`config.mk`:
```
export PLATFORM = sky130hd
export DESIGN_NAME = seq_controller
export DESIGN_NICKNAME = d
export VERILOG_FILES = /design/src/rtl/cdecv_pkg.sv /design/src/rtl/ucode_decoder.sv /design/src/rtl/seq_controller.sv
export SDC_FILE = /design/constraint.sdc
export NUM_CORES = 1
export LEC_CHECK = 0
export ABC_AREA = 1
export ABC_CLOCK_PERIOD_IN_PS = 2200
export CAP_MARGIN = 0
export CORE_ASPECT_RATIO = 1.75
export CORE_UTILIZATION = 48
export DETAILED_ROUTE_END_ITERATION = 6
export HOLD_SLACK_MARGIN = 0.08
export PLACE_DENSITY_LB_ADDON = 0.25
export SYNTH_ARGS = -nofsm -noshare
export SYNTH_HDL_FRONTEND = slang
export SYNTH_HIERARCHICAL = 1
export SYNTH_SLANG_ARGS = --single-unit
```
`constraint.sdc`:
```
create_clock -name clock -period 2.2 [get_ports clock]
set_input_delay 0.33 -clock clock [delete_from_list [all_inputs] [get_ports clock]]
set_output_delay 0.33 -clock clock [all_outputs]
set_load 0.005 [all_outputs]
```
`src/rtl/cdecv_pkg.sv`:
```
// CDECv sequencer shared definitions: state codes, opcode classes,
// bus/write-enable indices, ALU op and jump condition codes.
package cdecv_pkg;

    typedef enum logic [11:0] {
        S_R    = 12'h000,
        S_F0   = 12'h010,
        S_F1   = 12'h011,
        S_F2   = 12'h012,
        S_MOV0 = 12'h020,
        S_ALU0 = 12'h030,
        S_ALU1 = 12'h031,
        S_ALU2 = 12'h032,
        S_LD0  = 12'h040,
        S_LD1  = 12'h041,
        S_LD2  = 12'h042,
        S_LD3  = 12'h043,
        S_LD4  = 12'h044,
        S_ST0  = 12'h050,
        S_ST1  = 12'h051,
        S_ST2  = 12'h052,
        S_ST3  = 12'h053,
        S_ST4  = 12'h054,
        S_J0   = 12'h060,
        S_J1   = 12'h061,
        S_J2   = 12'h062,
        S_HALT = 12'h070,
        S_ILL  = 12'h0FF
    } state_e;

    localparam logic [3:0] OP_MOV = 4'h0;
    localparam logic [3:0] OP_CMP = 4'h6;
    localparam logic [3:0] OP_SHL = 4'h7;
    localparam logic [3:0] OP_LD  = 4'h8;
    localparam logic [3:0] OP_ST  = 4'hA;
    localparam logic [3:0] OP_JMP = 4'hC;
    localparam logic [3:0] OP_HLT = 4'hF;

    localparam logic [2:0] XS_PC  = 3'd0;
    localparam logic [2:0] XS_RD  = 3'd4;
    localparam logic [2:0] XS_R   = 3'd5;
    localparam logic [2:0] XS_FF  = 3'd7;

    localparam int XD_PC  = 0;
    localparam int XD_MA  = 4;
    localparam int XD_WD  = 5;
    localparam int XD_I   = 6;
    localparam int XD_T   = 7;
    localparam int XD_R   = 8;
    localparam int XD_FLG = 9;

    // ALU opcodes 1..7 reuse the instruction class number directly
    localparam logic [4:0] ALU_PASS = 5'd0;
    localparam logic [4:0] ALU_INC  = 5'd8;

    localparam logic [2:0] CC_ALW = 3'd0;
    localparam logic [2:0] CC_S   = 3'd1;
    localparam logic [2:0] CC_Z   = 3'd2;
    localparam logic [2:0] CC_CY  = 3'd3;

    function automatic logic is_alu(input logic [3:0] op);
        return (op != OP_MOV) && (op <= OP_SHL);
    endfunction

    function automatic logic legal(input logic [7:0] ir);
        logic ok;
        unique case (ir[7:4])
            OP_LD:   ok = (ir[3:2] == 2'b00);
            OP_ST:   ok = (ir[1:0] == 2'b00);
            OP_JMP:  ok = (ir[2] == 1'b0);
            OP_HLT:  ok = (ir[3:0] == 4'hF);
            default: ok = (ir[7:4] <= OP_SHL);
        endcase
        return ok;
    endfunction

    // I must still describe the instruction whose microsequence is running
    function automatic logic fits(input state_e s, input logic [7:0] ir);
        logic mid;
        logic grp;
        mid = 1'b1;
        grp = 1'b0;
        unique case (s)
            S_MOV0: grp = (ir[7:4] == OP_MOV);
            S_ALU0, S_ALU1, S_ALU2:
                grp = is_alu(ir[7:4]);
            S_LD0, S_LD1, S_LD2, S_LD3, S_LD4:
                grp = (ir[7:4] == OP_LD);
            S_ST0, S_ST1, S_ST2, S_ST3, S_ST4:
                grp = (ir[7:4] == OP_ST);
            S_J0, S_J1, S_J2:
                grp = (ir[7:4] == OP_JMP);
            default: mid = 1'b0;
        endcase
        return !mid || (grp && legal(ir));
    endfunction

    function automatic logic cond_ok(input logic [3:0] lo, input logic [2:0] f);
        logic c;
        unique case (lo[2:0])
            CC_ALW:  c = 1'b1;
            CC_S:    c = f[2];
            CC_Z:    c = f[1];
            CC_CY:   c = f[0];
            default: c = 1'b0;
        endcase
        return c ^ lo[3];
    endfunction

endpackage

```
`src/rtl/ucode_decoder.sv`:
```
// Microcode decode: purely combinational (state, I, flags) to
// bus source, write enables, ALU op, memory write and end-of-sequence.
module ucode_decoder
    import cdecv_pkg::*;
#(
    parameter int FW      = 3,
    parameter int XSRC_W  = 3,
    parameter int XDST_W  = 10,
    parameter int ALUOP_W = 5
) (
    input  state_e              state,
    input  logic [7:0]          ir,
    input  logic [FW-1:0]       szcy,
    output logic [XSRC_W-1:0]   xsrc,
    output logic [XDST_W-1:0]   xdst,
    output logic [ALUOP_W-1:0]  aluop,
    output logic                we,
    output logic                end_sq
);

    logic [2:0] xs_c;
    logic [9:0] xd_c;
    logic [4:0] op_c;
    logic [1:0] ss;
    logic [1:0] dd;

    assign ss = ir[3:2];
    assign dd = ir[1:0];

    always_comb begin
        xs_c   = XS_FF;
        xd_c   = '0;
        op_c   = ALU_PASS;
        we     = 1'b0;
        end_sq = 1'b0;
        unique case (state)
            S_F0, S_LD0, S_ST0, S_J0: begin
                xs_c        = XS_PC;
                xd_c[XD_MA] = 1'b1;
            end
            S_F1, S_LD1, S_ST1: begin
                xs_c        = XS_PC;
                op_c        = ALU_INC;
                xd_c[XD_PC] = 1'b1;
            end
            S_F2: begin
                xs_c       = XS_RD;
                xd_c[XD_I] = 1'b1;
            end
            S_MOV0: begin
                xs_c           = {1'b0, ss};
                xd_c[4'(dd)]   = 1'b1;
                end_sq         = 1'b1;
            end
            S_ALU0: begin
                xs_c       = {1'b0, dd};
                xd_c[XD_T] = 1'b1;
            end
            S_ALU1: begin
                xs_c         = {1'b0, ss};
                op_c         = {1'b0, ir[7:4]};
                xd_c[XD_R]   = 1'b1;
                xd_c[XD_FLG] = 1'b1;
                end_sq       = (ir[7:4] == OP_CMP);
            end
            S_ALU2: begin
                xs_c         = XS_R;
                xd_c[4'(dd)] = 1'b1;
                end_sq       = 1'b1;
            end
            S_LD2, S_ST2: begin
                xs_c        = XS_RD;
                xd_c[XD_MA] = 1'b1;
            end
            S_LD4: begin
                xs_c         = XS_RD;
                xd_c[4'(dd)] = 1'b1;
                end_sq       = 1'b1;
            end
            S_ST3: begin
                xs_c        = {1'b0, ss};
                xd_c[XD_WD] = 1'b1;
            end
            S_ST4: begin
                we     = 1'b1;
                end_sq = 1'b1;
            end
            S_J2: begin
                xd_c[XD_PC] = 1'b1;
                end_sq      = 1'b1;
                // not taken: step PC over the operand byte
                if (cond_ok(ir[3:0], szcy[2:0])) begin
                    xs_c = XS_RD;
                end else begin
                    xs_c = XS_PC;
                    op_c = ALU_INC;
                end
            end
            default: ;
        endcase
    end

    assign xsrc  = XSRC_W'(xs_c);
    assign xdst  = XDST_W'(xd_c);
    assign aluop = ALUOP_W'(op_c);

endmodule

```
`src/rtl/seq_controller.sv`:
```
// CDECv control sequencer: state register, next-state logic,
// single-step/run/reset gating and monitor status outputs.
module seq_controller
    import cdecv_pkg::*;
#(
    parameter int IW      = 8,
    parameter int FW      = 3,
    parameter int XSRC_W  = 3,
    parameter int XDST_W  = 10,
    parameter int ALUOP_W = 5,
    parameter int STATE_W = 12
) (
    input  logic                clock,
    input  logic                reset,
    input  logic [IW-1:0]       I,
    input  logic [FW-1:0]       SZCy,
    input  logic                run,
    input  logic                step_en,
    output logic [XSRC_W-1:0]   xsrc,
    output logic [XDST_W-1:0]   xdst,
    output logic [ALUOP_W-1:0]  aluop,
    output logic                we,
    output logic                end_sq,
    output logic                pause_cc,
    output logic [STATE_W-1:0]  state_o,
    output logic                halted,
    output logic                illegal
);

    state_e             state_q;
    state_e             state_d;
    logic   [7:0]       ir;
    logic   [XDST_W-1:0] dec_xdst;
    logic               dec_we;
    logic               dec_end;
    logic               gate;

    assign ir = {I[IW-1:IW-4], I[3:0]};

    always_comb begin
        state_d = state_q;
        if (step_en) begin
            unique case (state_q)
                S_R:    state_d = S_F0;
                S_F0:   state_d = S_F1;
                S_F1:   state_d = S_F2;
                S_F2: begin
                    if (!legal(ir))
                        state_d = S_ILL;
                    else if (ir[7:4] == OP_MOV)
                        state_d = S_MOV0;
                    else if (is_alu(ir[7:4]))
                        state_d = S_ALU0;
                    else if (ir[7:4] == OP_LD)
                        state_d = S_LD0;
                    else if (ir[7:4] == OP_ST)
                        state_d = S_ST0;
                    else if (ir[7:4] == OP_JMP)
                        state_d = S_J0;
                    else
                        state_d = S_HALT;
                end
                S_MOV0: state_d = S_F0;
                S_ALU0: state_d = S_ALU1;
                S_ALU1: state_d = (ir[7:4] == OP_CMP) ? S_F0 : S_ALU2;
                S_ALU2: state_d = S_F0;
                S_LD0:  state_d = S_LD1;
                S_LD1:  state_d = S_LD2;
                S_LD2:  state_d = S_LD3;
                S_LD3:  state_d = S_LD4;
                S_LD4:  state_d = S_F0;
                S_ST0:  state_d = S_ST1;
                S_ST1:  state_d = S_ST2;
                S_ST2:  state_d = S_ST3;
                S_ST3:  state_d = S_ST4;
                S_ST4:  state_d = S_F0;
                S_J0:   state_d = S_J1;
                S_J1:   state_d = S_J2;
                S_J2:   state_d = S_F0;
                S_HALT: state_d = run ? S_F0 : S_HALT;
                default: state_d = S_ILL;
            endcase
            if (!fits(state_q, ir))
                state_d = S_ILL;
        end
    end

    always_ff @(negedge clock) begin
        if (reset)
            state_q <= S_R;
        else
            state_q <= state_d;
    end

    ucode_decoder #(
        .FW      (FW),
        .XSRC_W  (XSRC_W),
        .XDST_W  (XDST_W),
        .ALUOP_W (ALUOP_W)
    ) u_dec (
        .state  (state_q),
        .ir     (ir),
        .szcy   (SZCy),
        .xsrc   (xsrc),
        .xdst   (dec_xdst),
        .aluop  (aluop),
        .we     (dec_we),
        .end_sq (dec_end)
    );

    // a held or resetting cycle must never commit a write
    assign gate     = reset || !step_en;
    assign xdst     = gate ? '0 : dec_xdst;
    assign we       = dec_we && !gate;
    assign end_sq   = dec_end && !gate;
    assign pause_cc = !step_en || (state_q == S_R)
                    || (state_q == S_HALT) || (state_q == S_ILL);
    assign state_o  = STATE_W'(state_q);
    assign halted   = (state_q == S_HALT);
    assign illegal  = (state_q == S_ILL);

endmodule

```
==> metrics.yaml, run 1 <==
status: "did not finish"
lastStage: "global routing (5_1_grt)"
firstError: "[ERROR GRT-0116] Global routing finished with congestion. Check the congestion regions in the DRC Viewer."
placementRows: 28
grt_pass1_vias: 3248
track_usage_pct: 60.0
gr-total-overflow: 8
syn-cell-area_sq_um: 1680
clock-sinks: 7
port_buffers: 44
die_w_microns: 46.7
synth.avg_cell_area_sq_um: 5.29
synth_top_area_cell: "nand2_1"
grt_max_degree: 13
yosysWarningCount: 6
die_y_microns: 80.2
syn-instance-count: 317
cts_made_buffers: 3
initial_core_util_pct: 49.8
dpl.hpwl_microns: 4910
grt_pass1_wl_microns: 16200
netlist.area_leader.share_pct: 15.5
cts.path.max_buffers: 2
ys_seq_area_share_pct: 8.36
root_buffer: "clkbuf_8"
dp.cells: 453
ctsHtreeMaxLevel: 1
dp_slack_ns: -0.994
ioPinCount: 50
synth_seq_cells: 7
place.gp.congestion: 1.09
synth_cell_types: 28
synthTopCellsByArea: "nand2_1 (15%), nor2_1 (11%), inv_1 (11%), dfxtp_1 (8.4%), nand2_2 (7.1%)"
## cell families after synthesis
family / synth area share, %
AOI/OAI and AO/OA: 10.8
buffers and inverters: 18.4
DFF: 8.36
other: 0.448
and+or+nand+nor: 62.1
## synth_stat cells
| cell | n |
|---|---|
| nand2_1 | 69 |
| nor2_1 | 48 |
| inv_1 | 47 |
| nand2_2 | 19 |
| nand3_1 | 19 |
| inv_2 | 17 |
| a21oi_1 | 14 |
| nor2_2 | 13 |
| o21ai_0 | 9 |
| nand3_2 | 8 |
| buf_4 | 7 |
| dfxtp_1 | 7 |
| nand4_1 | 7 |
| nor2_4 | 7 |
| o21ai_1 | 5 |
| nor3_1 | 4 |
| nand2_4 | 3 |
| conb_1 | 2 |
| nand3_4 | 2 |
| o211ai_1 | 2 |
| a31oi_1 | 1 |
| clkbuf_1 | 1 |
| clkbuf_2 | 1 |
| inv_4 | 1 |
| nand3b_1 | 1 |
| nor4_1 | 1 |
| o2111ai_1 | 1 |
| o211a_1 | 1 |
## layer usage
metal  GRT overflow  GRT usage (%)
met2              3           88.5
met1              0           49.9
met5              0              0
met4              5           66.0
met3              0           33.7
## through the flow
stage          TNS (ns)  area (sq um)  utilization, %
2_1_floorplan     -5.15          1790               -
3_3_place_gp     -25.83          2600            77.3
3_5_place_dp     -26.69          2600            77.3
4_1_cts          -19.44          3050            90.6
## what timing repair did
item	4_1_cts
pin swaps	47
buffers inserted	30
hold buffers	0
resized for setup	223
cloned	0
setup endpoints to repair	37
==> inputs of run 2 (changes only) <==
--- a/config.mk
+++ b/config.mk
@@ -8,11 +8,9 @@
 export ABC_AREA = 1
 export ABC_CLOCK_PERIOD_IN_PS = 2200
 export CAP_MARGIN = 0
-export CORE_ASPECT_RATIO = 1.75
-export CORE_UTILIZATION = 48
+export CORE_UTILIZATION = 40
 export DETAILED_ROUTE_END_ITERATION = 6
-export HOLD_SLACK_MARGIN = 0.08
-export PLACE_DENSITY_LB_ADDON = 0.25
+export PLACE_DENSITY_LB_ADDON = 0.15
 export SYNTH_ARGS = -nofsm -noshare
 export SYNTH_HDL_FRONTEND = slang
 export SYNTH_HIERARCHICAL = 1
==> run 2 against run 1 <==
The flow now finishes, with violations (setup timing). Area after synthesis stayed put. Synthesized cell count unchanged.
==> metrics.yaml, run 2 <==
finalHoldViolCount: 0
cts.reportedPaths.clkPinSlew_ns: 0.06
syn-instance-count: 317  # unchanged
post-synth-top-count-cell: "nand2_1"
fin_cells: 507
drc: 0
clock_latency_ns: 0.32
power_mw: 1.64
final_core_util_pct: 81.8
ant_nets: 0
synth_cell_types: 28  # unchanged
yosys-top-cells-count: "nand2_1 (69), nor2_1 (48), inv_1 (47)"
largest_reg_flops: 7
cts_tree: "yes"
ctsHtreeMaxLevel: 1  # unchanged
cts.path.max_buffers: 2  # unchanged
p_leak_nw: 1.77
worst-setup-path-type: "register to output port"
arrival_ns: 2.93
peakVddDrop_v: 0.000434
die_area_sq_um: 4450
antenna_found_initial: 0
p_int_mw: 0.829
placed_cell_area_sq_um: 2620  # +0.91%
cp-start-kind: "register"
yosysWarningCount: 6  # unchanged
layout-drive-gt1-share_pct: 58.0
gr-total-overflow: 0
synthTopCellsByArea: "nand2_1 (15%), nor2_1 (11%), inv_1 (11%), dfxtp_1 (8.4%), nand2_2 (7.1%)"
dp_slack_ns: -0.991  # +0.00395 ns
netlist.area_leader.share_pct: 15.5  # unchanged
grt_pass1_wl_microns: 11400
cp_common_cell: "inv_2"
required_ns: 1.87
register_area_sq_um: 166
die_w_microns: 66.7  # +43%
multi_input_area_sq_um: 1560
track_usage_pct: 34.6
ioPinCount: 50  # unchanged
fin_area_sq_um: 3270
finalWorstSetupSlack_ns: -1.06
hold_slack_ns: 0.863
path_buf_inv: 6
synth.avg_cell_area_sq_um: 5.29  # unchanged
rsz0062_at_grt: "yes"
die_y_microns: 66.7  # -17%
maxCapViolCount: 0
placementRows: 23  # -18%
switching_share_pct: 49.4
ys_seq_area_share_pct: 8.36  # unchanged
path_depth: 12
via_count: 2639
maxSlewViolCount: 0
final.setup.tns_ns: -21.44
drt-total-wl_microns: 7820
drt-initial-drc-count: 198
areaGrowthSynthToFinish_pct: 95.3
hold_depth: 4
reg2reg_depth: 18
place.gp.congestion: 0.925  # -15%
cts_made_buffers: 3  # unchanged
wire_per_inst_microns: 15.4
syn-cell-area_sq_um: 1680  # unchanged
violations: "setup timing"
fill_cells: 271
crit_family: "simple AND/OR/NAND/NOR gates"
synth_seq_cells: 7  # unchanged
viasPerCell: 5.21
pwr-share-comb_pct: 70.7
finClkSkew_ns: 0.0169
hold_class: "register to register"
first_pass_iters: 5
end_kind: "output port"
port_buffers: 44  # unchanged
cellPowerDensity_nw_per_um2: 501
synthArstFlopShare_pct: 0  # unchanged
dpl.hpwl_microns: 4750  # -3.3%
grt_max_degree: 9
grt_pass1_vias: 2548
diodes: 0
synth_edf_count: 0  # unchanged
final_common_cell: "buf_4"
path_cells: "inv_2 -> nand2_4 -> nor2_4 -> buf_6 -> nand3_4 -> nand3_4 -> buf_6 -> inv_2 -> nand2_2 -> inv_2 -> nor2_4 -> buf_2"
initial_core_util_pct: 41.9  # -7.9 points
status: "finished with violations"
clockPowerShare_pct: 16.1
final_cell_mix: "buf_4 (58), nand2_1 (55), inv_1 (42)"
dp.cells: 462  # +2.0%
max_stage_delay_ns: 0.37
fin_nets: 473
clock-sinks: 7  # unchanged
setup_viol: 36
slowest_stage: "dfxtp_4"
power_switching_mw: 0.811
core_sq_um: 4000
seq_power_share_pct: 13.2
synth_top_area_cell: "nand2_1"
path_max_fanout: 5
ys.flop_type: "dfxtp_1"
root_buffer: "clkbuf_8"
[run 2: cell counts after synthesis]
No cell type changed its count.
[run 2: power by group through the flow]
stage	registers [mW]	clock network (mW)	logic [mW]
global route	0.223	0.270	1.23
finish	0.217	0.264	1.16
detailed placement	0.202	0.0222	0.797
CTS	0.214	0.228	1.01
global placement	0.201	0.0222	0.792
floorplan	0.226	0.0222	0.451
[run 2: layout make-up]
| type | count | area share, % |
|---|---|---|
| tap | 50 | 1.91 |
| inverter | 64 | 8.26 |
| timing repair buffer | 132 | 35.0 |
| sequential | 7 | 5.09 |
| clock inverter | 8 | 0.918 |
| clock buffer | 3 | 1.26 |
| multi-input combinational | 243 | 47.6 |
[run 2: logic make-up (layout without fill, tap and decap cells)]
kind of cell / Yosys count / count (layout) / share of synthesized area, %
compound gates: 33 / 33 / 10.8
simple gates: 201 / 201 / 62.1
flops: 7 / 7 / 8.36
buf+inv: 74 / 207 / 18.4
other cells: 2 / 9 / 0.448
[run 2: worst register-to-register path, stage by stage (launching register included)]
cell and delay [ns]:
dfxtp_4 0.38, buf_4 0.15, buf_6 0.11, buf_8 0.13, inv_4 0.05, buf_4 0.10, buf_4 0.09, buf_4 0.12
nand2_1 0.07, nor2_1 0.25, nand2_1 0.10, nand3_1 0.10, nor2_2 0.05, nand3_2 0.10, nand2_2 0.06, inv_2 0.06
nand2_4 0.07, o21ai_2 0.13, inv_1 0.06
[run 2: worst paths after layout]
check,to,slack (ns),start
worst min-delay path,state_o[6]$_SDFFE_NP0P_,0.86,state_o[6]$_SDFFE_NP0P_
worst min register to register,state_o[6]$_SDFFE_NP0P_,0.86,state_o[6]$_SDFFE_NP0P_
worst max register to register,state_o[0]$_SDFFE_NP0P_,-0.08,state_o[3]$_SDFFE_NP0P_
worst max-delay path,end_sq,-1.06,state_o[2]$_SDFFE_NP0P_
[run 2: timing repair]
item / in CTS / in global routing
endpoints found under the setup margin: 37 / 37
resized for setup: 224 / 53
setup buffers: 28 / 13
hold buffers: 0 / 0
gates cloned: 0 / 0
endpoints found under the hold margin: 0 / 0
pin swaps: 47 / 31
[run 2: per-layer routing]
layer / wire (microns) / GRT usage (%) / vias to the layer above
li1: - / - / 1248
met1: 2870 / 36.1 / 1196
met2: 3950 / 62.8 / 136
met3: 479 / 5.48 / 59
met4: 523 / 22.9 / 0
met5: 0 / 0 / -
Note: power is estimated with default switching activity, not from simulation.
